===== src/rtl/ram_write_ctrl_pkg.sv =====
// Shared types for the RAM write-side controller.
package ram_write_ctrl_pkg;

  typedef enum logic [1:0] {
    IDLE  = 2'd0,
    CLEAR = 2'd1,
    LOAD  = 2'd2,
    DONE  = 2'd3
  } ram_wr_state_t;

endpackage


===== src/rtl/ram_write_ctrl_wrap_counter.sv =====
// Modulo-DEPTH address pointer: loads a (reduced) start address, then
// advances by one with wrap from DEPTH-1 back to 0.
module wrap_counter #(
  parameter int ADDRESSWIDTH = 6,
  parameter int DEPTH        = 34
) (
  input  logic                    clk,
  input  logic                    rst_n,
  input  logic                    load,
  input  logic [ADDRESSWIDTH-1:0] load_val,
  input  logic                    inc,
  output logic [ADDRESSWIDTH-1:0] ptr
);

  localparam bit                    POW2    = (DEPTH == (1 << ADDRESSWIDTH));
  localparam logic [ADDRESSWIDTH-1:0] LAST    = ADDRESSWIDTH'(DEPTH - 1);
  // Divisor forced non-zero when DEPTH fills the whole address space.
  localparam logic [ADDRESSWIDTH-1:0] DEPTH_A = ADDRESSWIDTH'(POW2 ? 1 : DEPTH);

  logic [ADDRESSWIDTH-1:0] ptr_d, ptr_q;
  logic [ADDRESSWIDTH-1:0] load_mod;

  always_comb begin
    load_mod = POW2 ? load_val : (load_val % DEPTH_A);
    ptr_d    = ptr_q;
    if (load) begin
      ptr_d = load_mod;
    end else if (inc) begin
      ptr_d = (ptr_q == LAST) ? '0 : ptr_q + 1'b1;
    end
  end

  always_ff @(posedge clk or negedge rst_n) begin
    if (!rst_n) begin
      ptr_q <= '0;
    end else begin
      ptr_q <= ptr_d;
    end
  end

  assign ptr = ptr_q;

endmodule


===== src/rtl/ram_write_ctrl.sv =====
// Write-side controller for the project block RAM: bulk clear, stream load
// with address wrap, and idle read-address forwarding.
// Optional checksum output enabled by defining RAM_WRITE_CTRL_CHECKSUM_EN.
module ram_write_ctrl
  import ram_write_ctrl_pkg::*;
#(
  parameter int                   ADDRESSWIDTH = 6,
  parameter int                   BITWIDTH     = 10,
  parameter int                   DEPTH        = 34,
  parameter logic [BITWIDTH-1:0]  CLEAR_VALUE  = '0
) (
  input  logic                    clk,
  input  logic                    rst_n,
  input  logic                    clear_req,
  input  logic                    load_req,
  input  logic [ADDRESSWIDTH-1:0] load_base,
  input  logic [ADDRESSWIDTH:0]   load_len,
  input  logic                    s_valid,
  input  logic [BITWIDTH-1:0]     s_data,
  output logic                    s_ready,
  input  logic [ADDRESSWIDTH-1:0] rd_addr,
  output logic                    ram_we,
  output logic [ADDRESSWIDTH-1:0] ram_a,
  output logic [BITWIDTH-1:0]     ram_din,
  output logic                    busy,
  output logic                    done,
`ifdef RAM_WRITE_CTRL_CHECKSUM_EN
  output logic [BITWIDTH-1:0]     checksum,
`endif
  output logic                    err
);

  localparam logic [ADDRESSWIDTH:0] DEPTH_L = (ADDRESSWIDTH+1)'(DEPTH);
  localparam logic [ADDRESSWIDTH:0] CNT_ONE = (ADDRESSWIDTH+1)'(1);

  ram_wr_state_t           state_d, state_q;
  logic [ADDRESSWIDTH:0]   cnt_d, cnt_q;
  logic                    err_d, err_q;
  logic                    ptr_load, ptr_inc;
  logic [ADDRESSWIDTH-1:0] ptr_load_val;
  logic [ADDRESSWIDTH-1:0] wr_ptr;
  logic                    len_ok;
`ifdef RAM_WRITE_CTRL_CHECKSUM_EN
  logic [BITWIDTH-1:0]     csum_d, csum_q;
`endif

  wrap_counter #(
    .ADDRESSWIDTH (ADDRESSWIDTH),
    .DEPTH        (DEPTH)
  ) u_ptr (
    .clk      (clk),
    .rst_n    (rst_n),
    .load     (ptr_load),
    .load_val (ptr_load_val),
    .inc      (ptr_inc),
    .ptr      (wr_ptr)
  );

  always_comb begin
    state_d      = state_q;
    cnt_d        = cnt_q;
    err_d        = 1'b0;
    ptr_load     = 1'b0;
    ptr_load_val = load_base;
    ptr_inc      = 1'b0;
    s_ready      = 1'b0;
    ram_we       = 1'b0;
    ram_a        = rd_addr;
    ram_din      = s_data;
    busy         = 1'b0;
    done         = 1'b0;
    len_ok       = (load_len != '0) && (load_len <= DEPTH_L);
`ifdef RAM_WRITE_CTRL_CHECKSUM_EN
    csum_d       = csum_q;
`endif

    unique case (state_q)
      IDLE: begin
        // Clear has priority; a simultaneous load is dropped silently.
        if (clear_req) begin
          state_d      = CLEAR;
          ptr_load     = 1'b1;
          ptr_load_val = '0;
          cnt_d        = DEPTH_L;
        end else if (load_req) begin
          if (len_ok) begin
            state_d  = LOAD;
            ptr_load = 1'b1;
            cnt_d    = load_len;
`ifdef RAM_WRITE_CTRL_CHECKSUM_EN
            csum_d   = '0;
`endif
          end else begin
            err_d = 1'b1;
          end
        end
      end
      CLEAR: begin
        busy    = 1'b1;
        ram_we  = 1'b1;
        ram_a   = wr_ptr;
        ram_din = CLEAR_VALUE;
        ptr_inc = 1'b1;
        cnt_d   = cnt_q - 1'b1;
        if (cnt_q == CNT_ONE) state_d = DONE;
      end
      LOAD: begin
        busy    = 1'b1;
        s_ready = 1'b1;
        ram_a   = wr_ptr;
        if (s_valid) begin
          ram_we  = 1'b1;
          ptr_inc = 1'b1;
          cnt_d   = cnt_q - 1'b1;
`ifdef RAM_WRITE_CTRL_CHECKSUM_EN
          csum_d  = csum_q ^ s_data;
`endif
          if (cnt_q == CNT_ONE) state_d = DONE;
        end
      end
      DONE: begin
        done    = 1'b1;
        state_d = IDLE;
      end
      default: state_d = IDLE;
    endcase
  end

  always_ff @(posedge clk or negedge rst_n) begin
    if (!rst_n) begin
      state_q <= IDLE;
      cnt_q   <= '0;
      err_q   <= 1'b0;
`ifdef RAM_WRITE_CTRL_CHECKSUM_EN
      csum_q  <= '0;
`endif
    end else begin
      state_q <= state_d;
      cnt_q   <= cnt_d;
      err_q   <= err_d;
`ifdef RAM_WRITE_CTRL_CHECKSUM_EN
      csum_q  <= csum_d;
`endif
    end
  end

  assign err = err_q;
`ifdef RAM_WRITE_CTRL_CHECKSUM_EN
  assign checksum = csum_q;
`endif

endmodule


===== config.mk =====
export PLATFORM = sky130hd
export DESIGN_NAME = ram_write_ctrl
export DESIGN_NICKNAME = d
export VERILOG_FILES = /design/src/rtl/ram_write_ctrl_pkg.sv /design/src/rtl/ram_write_ctrl_wrap_counter.sv /design/src/rtl/ram_write_ctrl.sv
export SDC_FILE = /design/constraint.sdc
export NUM_CORES = 1
export LEC_CHECK = 0
export BUFFER_PORTS_ARGS = -buffer_cell sky130_fd_sc_hd__buf_2
export CORE_MARGIN = 3
export CORE_UTILIZATION = 49
export CTS_BUF_LIST = sky130_fd_sc_hd__clkbuf_16
export CTS_CLUSTER_SIZE = 14
export DETAILED_ROUTE_END_ITERATION = 12
export PLACE_DENSITY = 0.76
export SYNTH_ARGS = -nofsm -noshare
export SYNTH_HDL_FRONTEND = slang
export SYNTH_SLANG_ARGS = --single-unit

===== constraint.sdc =====
create_clock -name clk -period 2.1 [get_ports clk]
set_input_delay 0.105 -clock clk [delete_from_list [all_inputs] [get_ports clk]]
set_output_delay 0.105 -clock clk [all_outputs]
set_load 0.005 [all_outputs]

==> reports/results.txt, run 1 <==
The flow ran to the end, and the final reports show no timing, DRC or antenna violations. The run gives 0.28 ns as the register-to-register setup slack. The period utilization works out to 89.77%.

Counting flops with an async set or reset pin after synthesis yields a share of 100.0%. The number of antenna diodes in the final layout is 0. The run gives 0.8748 as the routability congestion estimate. STA classifies the critical path startpoint as a flop. In the synthesized netlist, the number of instances is 174. The total number of placement rows is 19, and the data arrival time of the worst path is 1.78 ns. TritonCTS built the clock tree. The share of synthesized area in the top cell type comes to 26.94%. The count of different cell masters after synthesis is 49, and the share of synthesized cell area in and, or, nand and nor gates is 27.61%.

Most common cell in the netlist: sky130_fd_sc_hd__nand2_1. For the initial antenna violation count, the log shows 0. Of the cells placed in the final design, the portion with a size suffix greater than 1 is 33.19%.

The run gives 220 as the number of nets produced by synthesis. The number of enable flip-flop cells after synthesis works out to 0. The synthesized netlist devotes 1.178% of its cell area to XOR and XNOR gates. Areal power density over the cells: 1469 nW/um2. The library cell occupying the most area in the post-synthesis netlist is sky130_fd_sc_hd__dfrtp_1. The number of global-route vias before repair is 1380. The layout has 247 filler cells.

Across all layers, the routed design uses 1532 vias. The cell at the root of the clock tree is sky130_fd_sc_hd__clkbuf_16. The clock net in this run drives a total of 16 sinks. The tools report the initial core utilization as 52.54%. After synthesis, flip-flops and latches occupy 26.94% of the total area.

For the half-perimeter wire length of the detailed placement result, the log shows 3045 um. Routed signal wires occupy layers up through met4. Measured against its own limit, the worst slew margin works out to 69.50%.

The worst setup path is captured at an output port. For this run, the slowest stage of the critical path takes 0.41 ns. The type of the worst setup path is reg2out. For the total iterations of the first detailed-routing run, the log shows 4. The smallest clock period supported by the final layout is computed as 1.885 ns.

In this run the cell area of the synthesized design comes to 1486 um2. Length of routed met2 wiring: 1891 um. For the final routed database, the setup TNS stands at 0 ns.

The total of buffers placed on input and output ports is 54. Yosys attributes the largest share of cell area to sky130_fd_sc_hd__dfrtp_1 (27%), sky130_fd_sc_hd__ha_1 (10%), sky130_fd_sc_hd__mux2_2 (5.3%), sky130_fd_sc_hd__nand2_1 (5.3%), sky130_fd_sc_hd__nor2b_1 (5.1%). In this run the worst path has a maximum fanout of 6. Buffers added to address setup during post-CTS repair amount to 0. The count of pins over their slew limit was 0; the die footprint was 3730 um2. The count of nets left with antenna violations after detail routing is 0, and the total wire length is 3863 um. In this run the worst hold path is classified as in2reg.

The run gives 21.97% as the overall track demand over capacity in global routing. The most used flip-flop cell after synthesis is sky130_fd_sc_hd__dfrtp_1. The flop and latch count out of synthesis is 16. In the detailed route, the total length drawn on met3 is 292 um. The first global-routing pass estimated 6072 um of wire. For the final database, setup skew stands at 0.005051 ns. Across the VDD grid, the largest voltage drop is 0.6270 mV.

The per-instance average area after synthesis is 8.543 um2, and the number of vias per cell is 5.825. After synthesis, the share of cell area in mux cells is 9.680%. The run gives 17 as the maximum number of pins on one net before global-route repair.

The logs give 0 for the final-report hold violation count and 0 for the max-cap check violation count. The initial detailed-routing violation count is 45, and the residual DRC count is 0. The area inside the core boundary is 2829 um2. Setup repair after global routing left no endpoint under its margin.

The area fraction in compound gates after synthesis is 20.96%. Prior to clock tree synthesis, the placed netlist has a worst setup slack of 0.2738 ns. Dividing the detail-routed wire length by the instance count gives 14.69 um.

Buffers inserted during clock tree synthesis total 3. The x dimension of the die came out at 61.08 um. Compared with the post-synthesis result, the final layout area differs by 27.53%. The H-tree depth reported by CTS was 1; the number of warnings issued by yosys was 0. After synthesis, the largest family of logic cells by area is simple AND/OR/NAND/NOR gates. The synthesized netlist devotes 10.10% of its cell area to adder and majority cells. The vertical die dimension was 61.08 um. Number of buffers on the longest clock path: 2.

Clock-pin slew was measured on the worst setup and hold paths at 0.05 ns. The later pin in the worst-skew pair is clocked with a latency of 0.25 ns. In the final design database the tool counted 279 nets.

Slew at the pin closest to its max-slew limit: 0.4541 ns. The critical path goes through inv_1 -> ha_1 -> buf_4 -> mux2_2 -> buf_2. Slowest cell on the critical path: sky130_fd_sc_hd__dfrtp_1. 55 I/O pins were placed. The post-route met1 wirelength came out at 1653 um. STA puts the critical path data required time at 2.00 ns. Derived from the worst setup path, the maximum achievable clock frequency is 0.5305 GHz.

Setup violations remaining at the end of the flow were counted as 0. In the post-route analysis, the smallest setup slack over all paths is 0.2148 ns. By count the netlist is led by sky130_fd_sc_hd__nand2_1 (21), sky130_fd_sc_hd__dfrtp_1 (16), sky130_fd_sc_hd__ha_1 (12), sky130_fd_sc_hd__nor2b_1 (12), sky130_fd_sc_hd__a21oi_1 (10).

The logs give 0 for the remaining global-route overflow and 0.9509 nW for the reported leakage power.
## cell families (layout without fill, tap and decap cells)
logic type | after synthesis | in the layout
buf+inv | 14 | 72
xor+xnor | 2 | 2
flops | 16 | 16
mux | 13 | 13
compound gates | 41 | 41
simple gates | 76 | 76
fa+ha+maj | 12 | 12
## where the power goes
| part | total [mW] | leakage [nW] | switching, mW | internal [mW] |
|---|---|---|---|---|
| registers | 0.620 | 0.195 | 0.165 | 0.455 |
| logic | 1.78 | 0.718 | 0.913 | 0.870 |
| clock network | 0.381 | 0.0385 | 0.128 | 0.253 |
| total | 2.78 | 0.951 | 1.21 | 1.58 |
## per-stage QoR
step,total power [mW],cell area [um2],hold slack [ns],cells,utilization [%]
6_report,2.784,1896,0.1012,263,67.01
5_1_grt,3.037,1896,0.1084,263,67.01
4_1_cts,2.785,1896,0.1033,263,67.01
3_5_place_dp,2.380,1807,0.04280,258,63.87
3_3_place_gp,2.338,1807,0.04215,258,63.87
2_1_floorplan,1.812,1486,-0.1906,174,-
## critical path, delay by kind of cell (launching register included)
kind | cells | cell delay, ns
buffers and inverters | 3 | 0.41
DFF | 1 | 0.41
adders and majority gates | 1 | 0.38
muxes | 1 | 0.33
## cell usage in the layout, fill, tap and decap left out, types with 7 or more instances in the layout
cell type,count
sky130_fd_sc_hd__ha_1,12
sky130_fd_sc_hd__mux2_2,7
sky130_fd_sc_hd__a21oi_1,10
sky130_fd_sc_hd__nor3_1,7
sky130_fd_sc_hd__nor2_1,8
sky130_fd_sc_hd__buf_2,54
sky130_fd_sc_hd__inv_1,9
sky130_fd_sc_hd__dfrtp_1,16
sky130_fd_sc_hd__nand2_1,21
sky130_fd_sc_hd__nor2b_1,12
## metal layers
layer  vias up  track usage (%)
met3         2            5.241
met5         -                0
met2        62            38.07
met1       721            27.63
li1        747                -
met4         0            4.954
## sequential cells by signal, indices dropped and copies added (netlist names)
register / cells
cnt_q: 7
state_q: 2
u_ptr.ptr: 6
err: 1
## path summary, 6_finish.rpt
kind                                         from                        to  cells past startpoint
max                        state_q[0]$_DFFE_PN0P_                  ram_a[0]                      5
min                                      load_req             err$_DFF_PN0_                      2
max reg2reg                state_q[0]$_DFFE_PN0P_      cnt_q[1]$_DFFE_PN0P_                      6
min reg2reg                  cnt_q[6]$_DFFE_PN0P_      cnt_q[6]$_DFFE_PN0P_                      1
max in group asynchronous                   rst_n  u_ptr.ptr[4]$_DFFE_PN0P_                      2
min in group asynchronous                   rst_n      cnt_q[1]$_DFFE_PN0P_                      2
## repair_timing
action / in CTS / in global routing
resized for setup: 0 / 0
hold endpoints to repair: 16 / 0
hold buffers: 1 / 0
## layout make-up
cell class | count | area (um2) | share of cell area, %
multi-input combinational | 144 | 1033 | 54.52
sequential | 16 | 400.4 | 21.12
timing repair buffer | 59 | 310.3 | 16.37
clock buffer | 3 | 75.07 | 3.960
tap | 31 | 38.79 | 2.046
inverter | 9 | 33.78 | 1.782
clock inverter | 1 | 3.754 | 0.1980
Power figures use the tool's default switching activity.
==> inputs of run 2 (changes only) <==
--- a/config.mk
+++ b/config.mk
@@ -5,13 +5,15 @@
 export SDC_FILE = /design/constraint.sdc
 export NUM_CORES = 1
 export LEC_CHECK = 0
+export ABC_AREA = 1
 export BUFFER_PORTS_ARGS = -buffer_cell sky130_fd_sc_hd__buf_2
 export CORE_MARGIN = 3
-export CORE_UTILIZATION = 49
+export CORE_UTILIZATION = 51
 export CTS_BUF_LIST = sky130_fd_sc_hd__clkbuf_16
 export CTS_CLUSTER_SIZE = 14
 export DETAILED_ROUTE_END_ITERATION = 12
-export PLACE_DENSITY = 0.76
+export PLACE_DENSITY = 0.78
+export REMOVE_ABC_BUFFERS = 1
 export SYNTH_ARGS = -nofsm -noshare
 export SYNTH_HDL_FRONTEND = slang
 export SYNTH_SLANG_ARGS = --single-unit
==> reports/results.txt, run 2 <==
After the first detailed-routing iteration, the DRC count stood at 88. The register with the most flip-flops in the layout has 7 of them. The number of antenna diodes in the final layout is 0. The post-CTS repair timing setup buffer count came out at 0. STA classifies the critical path endpoint as a flop. Subtracting the final worst setup slack from the clock period gives 1.902 ns.

For the residual DRC count, the log shows 0. The floorplan step defined a die boundary enclosing 3898 um2. By instance count, the leading cell after synthesis is sky130_fd_sc_hd__nand2_1. The tools report the initial antenna violation count as 0. The category of the worst setup path launch point is a flop.

The x dimension of the die was 62.43 um. For the area after detailed placement, the log shows 1923 um2. The logs give 55 for the boundary pin count and 24.65% for the proportion of synthesized chip area in sequential cells.

Vertical die dimension: 62.43 um. Count of different cell masters after synthesis: 32. Along the worst path, the maximum fanout reaches 7. The run gives 332 as the count of placed standard cells including taps. For this run, the top clock speed supported by timing is 0.5258 GHz. Counting cells, the worst reg-to-reg path comes to 13.

The flop and latch count out of synthesis came out at 16. The total iterations of the first detailed-routing run is 4, and the total of buffers placed on input and output ports is 54. The register-to-register setup slack is 0.20 ns, and the number of buffers created by CTS is 3. The library cell occupying the most area in the post-synthesis netlist is sky130_fd_sc_hd__dfrtp_1.

For the critical path required time, the log shows 2.28 ns. Fill cells in the final layout number 259. The number of global-route vias before repair came out at 1464. By area the synthesized netlist is led by sky130_fd_sc_hd__dfrtp_1 (25%), sky130_fd_sc_hd__nand2_1 (15%), sky130_fd_sc_hd__ha_1 (9.2%), sky130_fd_sc_hd__inv_1 (8.1%), sky130_fd_sc_hd__nand3_1 (6.2%). The final critical path takes up 90.56% of the cycle.

The count of nets left with antenna violations once routing finished came out at 0. Total number of placement rows: 19. Clock tree synthesis found a total of 16 sinks. The cell count after synthesis came out at 239.

The H-tree depth reported by CTS was 1. The top cell type's share of synthesized area works out to 24.65%. The library cells used most frequently in the layout, excluding fill and tap cells, are sky130_fd_sc_hd__nand2_1 (65), sky130_fd_sc_hd__buf_2 (54), sky130_fd_sc_hd__inv_1 (35).

Overall track demand over capacity in global routing: 19.57%. The tools report the worst slew margin relative to its limit as 74.39%. The startpoint identified for the worst hold timing path is load_req.

CTS placed an instance of sky130_fd_sc_hd__clkbuf_16 at the clock tree root. In the routed layout, each cell is associated on average with a via count of 4.872. Entering global routing, the biggest net connects 17 pins. The tools report the final number of setup-violating endpoints as 0. Clock-pin slew was measured on the worst setup and hold paths at 0.05 ns. Once layout is complete, the cells apart from fillers number 336. Yosys printed 0 warnings. The post-synthesis cell area is 1624 um2, and the number of cells on the worst hold path is 3. Setup repair after global routing left no endpoint under its margin.

Power comes to 2.780 mW. For the remaining global-route overflow, the log shows 0. From synthesis to final layout, the design area changed by 23.65%. Between clock sinks in the finished design, the worst skew comes to 0.004533 ns.

The final-report hold violation count was 0. The commonest cells after synthesis are sky130_fd_sc_hd__nand2_1 (65), sky130_fd_sc_hd__inv_1 (35), sky130_fd_sc_hd__nor2_1 (22). Per-instance average area after synthesis: 6.795 um2. The type of the worst setup path is reg2reg. Counting flops with an async set or reset pin after synthesis yields a share of 100.0%. After routing the design area is 2008 um2. The reported leakage power is 1.140 nW, and the slew at the pin closest to its max-slew limit is 0.3841 ns. Path class of the lowest-slack min-delay path: in2reg. The tools report the reg-to-reg startpoint as state_q[0]$_DFFE_PN0P_. Dividing the detail-routed wire length by the instance count gives 11.09 um.

The top flip-flop cell by instance count after synthesis was sky130_fd_sc_hd__dfrtp_1. Prior to clock tree synthesis, the placed netlist has a worst setup slack of 0.2140 ns. In the final layout, the share of cells above drive strength 1 is 28.23%.

The final critical-path setup slack was 0.1983 ns; the routability congestion estimate was 0.8464. In this run the power density over the cells is 1384 nW/um2. The register with the most flip-flops was cnt_q. Detailed placement finished with a half-perimeter wire length of 2987 um. After routing, the total negative slack on setup checks comes to 0 ns. The number of enable flip-flop cells after synthesis is 0. The initial utilization of the core area, before any placement, comes to 56.00%. Count of pins over their slew limit: 0. The run finished with clean final reports. The net count of the finished layout is 342. The library cell used most frequently in the layout, excluding fill and tap cells, is sky130_fd_sc_hd__nand2_1. Max-cap check violation count: 0.

TritonCTS built the clock tree. The floorplan step defined a core boundary enclosing 2900 um2. For hold timing, the worst endpoint is err$_DFF_PN0_. For the worst setup path, the data arrival time is 2.08 ns.

The clock latency at the later pin of the worst-skew pair was 0.24 ns. The run gives 2 as the number of buffers on the longest clock path. Summed over all layers, the routed wires come to 3726 um. The first global-routing pass estimated 6389 um of wire. The maximum vdd ir drop was 0.8059 mV; the count of vias placed by the detailed router was 1637. In this run the critical register-to-register path is captured at u_ptr.ptr[3]$_DFFE_PN0P_.
[run 2: cell count changes in the layout (fill, tap and decap cells not counted), moves of 8 or more]
cell | previous run | this run
sky130_fd_sc_hd__a21oi_1 | 10 | 2
sky130_fd_sc_hd__inv_1 | 9 | 35
sky130_fd_sc_hd__nand2_1 | 21 | 65
sky130_fd_sc_hd__nand3_1 | 4 | 20
sky130_fd_sc_hd__nor2_1 | 8 | 22
sky130_fd_sc_hd__nor2b_1 | 12 | 0
sky130_fd_sc_hd__o21ai_0 | 5 | 13
[run 2: worst max-delay path by stage]
stage                     cells past startpoint                        to  slack, ns                   start
after CTS                                    13  u_ptr.ptr[3]$_DFFE_PN0P_       0.20  state_q[0]$_DFFE_PN0P_
final                                        13  u_ptr.ptr[3]$_DFFE_PN0P_       0.20  state_q[0]$_DFFE_PN0P_
after detailed placement                     13  u_ptr.ptr[3]$_DFFE_PN0P_       0.21  state_q[0]$_DFFE_PN0P_
after global routing                         13  u_ptr.ptr[3]$_DFFE_PN0P_      0.009  state_q[0]$_DFFE_PN0P_
after floorplan                              13  u_ptr.ptr[3]$_DFFE_PN0P_       0.18  state_q[0]$_DFFE_PN0P_
after global placement                       13  u_ptr.ptr[3]$_DFFE_PN0P_       0.32  state_q[0]$_DFFE_PN0P_
[run 2: final cells by class]
| type | instances | area, um2 | area share [%] |
|---|---|---|---|
| timing repair buffer | 58 | 302.8 | 15.08 |
| tap | 42 | 52.55 | 2.617 |
| sequential | 16 | 400.4 | 19.94 |
| multi-input combinational | 179 | 1035 | 51.53 |
| clock buffer | 3 | 75.07 | 3.738 |
| inverter | 38 | 142.6 | 7.103 |
[run 2: repair_timing]
action | 4_1_cts | 5_1_grt
hold buffers | 1 | 0
resized for setup | 0 | 0
hold endpoints to repair | 16 | 0
[run 2: worst max-delay path: stages, from the launching register on]
cell and delay (ns):
sky130_fd_sc_hd__dfrtp_1 0.43, sky130_fd_sc_hd__inv_1 0.11, sky130_fd_sc_hd__ha_1 0.25, sky130_fd_sc_hd__nand2_4 0.13, sky130_fd_sc_hd__nand2_1 0.11, sky130_fd_sc_hd__ha_1 0.22, sky130_fd_sc_hd__nand3b_1 0.16, sky130_fd_sc_hd__nand2_1 0.07
sky130_fd_sc_hd__nand3_1 0.07, sky130_fd_sc_hd__nand2_1 0.07, sky130_fd_sc_hd__nand3_1 0.07, sky130_fd_sc_hd__nand2_1 0.07, sky130_fd_sc_hd__nand2_1 0.04, sky130_fd_sc_hd__nand2_1 0.05
[run 2: where the power goes]
| part | internal [mW] | switching (mW) | total, mW |
|---|---|---|---|
| combinational | 0.735 | 1.07 | 1.81 |
| sequential | 0.455 | 0.151 | 0.606 |
| clock | 0.250 | 0.118 | 0.368 |
| total | 1.44 | 1.34 | 2.78 |
[run 2: stage by stage]
stage	utilization, %	hold slack, ns
final	69.24	0.1510
after global routing	69.24	0.1554
after CTS	69.24	0.1533
after detailed placement	66.31	0.05334
after global placement	66.31	0.05195
after floorplan	-	-0.1906
[run 2: metal layers]
metal	vias up	track usage (%)	wire, um
met3	2	3.058	246
li1	866	-	-
met1	710	25.81	1694
met5	-	0	0
met2	59	32.89	1754
met4	0	5.785	30
[run 2: cells by family after synthesis]
logic type                 Yosys count  share of synthesized area [%]
adders and majority gates           12                          9.245
and+or+nand+nor                    135                          41.37
buffers and inverters               44                          11.63
AOI/OAI and AO/OA                   27                          10.40
xor gates and xnor gates             5                          2.697
DFF                                 16                          24.65
==> inputs of run 3 (changes only) <==
==> constraint.sdc (replaced) <==
create_clock -name clk -period 2 [get_ports clk]
set_input_delay 0.1 -clock clk [delete_from_list [all_inputs] [get_ports clk]]
set_output_delay 0.1 -clock clk [all_outputs]
set_load 0.005 [all_outputs]
==> reports/results.txt, run 3 (synthesis results as in run 2) <==
The routed design could run at a clock period as short as 1.844 ns. The tools report the maximum vdd ir drop as 0.7563 mV. Area inside the core boundary: 2900 um2. For this design the ratio of total power to cell area is 1487 nW/um2. The number of global-route vias before repair is 1654, and the routability congestion estimate is 0.9145. The tools report the number of buffers created by CTS as 3.

In this run the static leakage power is 1.150 nW. The register with the most flip-flops in the layout has 7 of them. The layout-stage area growth over the synthesis result came out at 24.88%.

The die footprint came out at 3898 um2. In the final layout, the share of cells above drive strength 1 is 28.96%. The completed layout was analyzed and its total power is 3.017 mW. The family with the most delay on the worst path is simple AND/OR/NAND/NOR gates.

The signal on the critical path passes through inv_1 -> ha_1 -> nand2_4 -> nand2_1 -> ha_1 -> nand3b_1 -> nand2_1 -> nand3_1 -> nand2_1 -> nand3_1 -> nand2_1 -> nand2_1 -> nand2_1. The type of element capturing the critical path is a flop. In the routed design, unresolved DRC markers number 0. For this run, the total global-route usage over all layers was measured as 21.47%. The most numerous cell on the critical path is sky130_fd_sc_hd__nand2_1. The delay of the slowest cell on the worst path came out at 0.41 ns. The min-delay analysis places its worst path in the category in2reg. The clock passes through at most 2 buffers.

The clock net in this run drives a total of 16 sinks. In the final routed layout, each cell accounts on average for 11.43 um. The slew at the pin closest to its max-slew limit was 0.3977 ns; the count of vias placed by the detailed router was 1673. The boundary pin count was 55; the H-tree depth reported by CTS was 1.

Setup violations remaining at the end of the flow were counted as 0. In the layout the commonest cells are sky130_fd_sc_hd__nand2_1 (65), sky130_fd_sc_hd__buf_2 (54), sky130_fd_sc_hd__inv_1 (35). Of all nets on the critical path, the largest fanout is 7.

The total negative slack came out at 0 ns. The register with the most flip-flops was cnt_q. The count of nets left with antenna violations once routing finished came out at 0.

The finished cells cover 2028 um2. Once the floorplan was initialized, standard cells occupied 56.00% of the core. Final hold analysis gives a worst-case slack of 0.1231 ns. The category of the worst setup path launch point is a flop. For the worst setup path, the data arrival time is 2.03 ns. TritonCTS built the clock tree. The placed instances occupy a cell area of 1931 um2. The worst slew margin relative to its limit was 73.48%. For the half-perimeter wire length of the detailed placement result, the log shows 3022 um.

Leaving out fill and tap cells, the most frequent cell in the layout is sky130_fd_sc_hd__nand2_1. The cell sitting at the root of the clock tree is a sky130_fd_sc_hd__clkbuf_16. The first global-routing pass estimated 7003 um of wire. The logs give 0 for the count of antenna diodes in the layout and 0 for the final-report hold violation count. For this run, the share of the core covered by cells in the final layout is 69.93%.

Dividing the final minimum period by the clock period gives 92.19%. The final layout contains 344 nets. Critical path buffer and inverter count: 1. The maximum number of pins on one net before global-route repair is 17. Derived from the worst setup path, the maximum achievable clock frequency is 0.5424 GHz. The total of buffers placed on input and output ports is 54.

The vertical die dimension was 62.43 um; the largest clock skew in the final design was 0.003670 ns. The tools report the total iterations of the first detailed-routing run as 4. Measured along the x axis, the die boundary spans 62.43 um.

The run finished with clean final reports. The total wire length was 3874 um; the critical path required time was 2.19 ns. The setup path with the least slack is of type reg2reg. Setup repair after global routing left no endpoint under its margin. The tools report the initial antenna violation count as 0.

The run gives 0.25 ns as the clock latency at the later pin of the worst-skew pair. Using the TritonRoute via totals, the vias-per-cell ratio works out to 4.935. Count of pins over their slew limit: 0.

The total number of placement rows was 19. The max-cap check violation count was 0. The first routing iteration left 126 violations. Clock-pin slew was measured on the worst setup and hold paths at 0.06 ns. The slowest cell on the critical path was sky130_fd_sc_hd__dfrtp_1. Global routing finished with a remaining overflow of 0.
run 3: cell types whose count changed in the layout (fill, tap and decap cells not counted), sizes merged:
| cell | change |
|---|---|
| clkinv | +1 |
| buf | +2 |
run 3: final timing paths:
check	depth (start not counted)	endpoint	startpoint	slack [ns]
min	3	err$_DFF_PN0_	load_req	0.12
max	13	u_ptr.ptr[3]$_DFFE_PN0P_	state_q[0]$_DFFE_PN0P_	0.16
min reg2reg	2	cnt_q[6]$_DFFE_PN0P_	cnt_q[6]$_DFFE_PN0P_	0.47
max reg2reg	13	u_ptr.ptr[3]$_DFFE_PN0P_	state_q[0]$_DFFE_PN0P_	0.16
min in group asynchronous	2	cnt_q[0]$_DFFE_PN0P_	rst_n	0.32
max in group asynchronous	2	state_q[1]$_DFFE_PN0P_	rst_n	1.37
run 3: layer usage:
layer | share of wire [%] | global-route usage, % | up-vias
li1 | - | - | 874
met2 | 47 | 37.42 | 69
met4 | 0.96 | 6.336 | 0
met5 | 0 | 0 | -
met1 | 46 | 27.64 | 726
met3 | 5.7 | 2.698 | 4
run 3: cell type report:
class                      count  area, um2
clock buffer                   3      75.07
clock inverter                 1      3.754
fill                         280      872.1
inverter                      38      142.6
multi-input combinational    179       1035
sequential                    16      401.6
tap                           42      52.55
timing repair buffer          60      317.8
run 3: report_power, final:
group | switching, mW | total (mW) | internal (mW)
Combinational | 1.16 | 1.96 | 0.807
Sequential | 0.164 | 0.643 | 0.479
Clock | 0.143 | 0.409 | 0.266
run 3: worst reg2reg max path, delay by kind of cell, from the launching register on:
kind          cells  cell delay [ns]
fa+ha+maj         2             0.46
buf+inv           1             0.10
flops             1             0.41
simple gates     10             0.82
run 3: stage by stage:
step	setup WS, ns	std cells
after floorplan	0.07673	233
after global placement	0.2141	333
after detailed placement	0.1566	333
after CTS	0.1425	338
after global routing	0.004664	339
final	0.1563	339
run 3: repair_timing:
action	4_1_cts	5_1_grt
gates resized for setup	0	1
hold endpoints to repair	16	0
endpoints found under the setup margin	0	1
hold buffers	1	0
buffers inserted	0	1
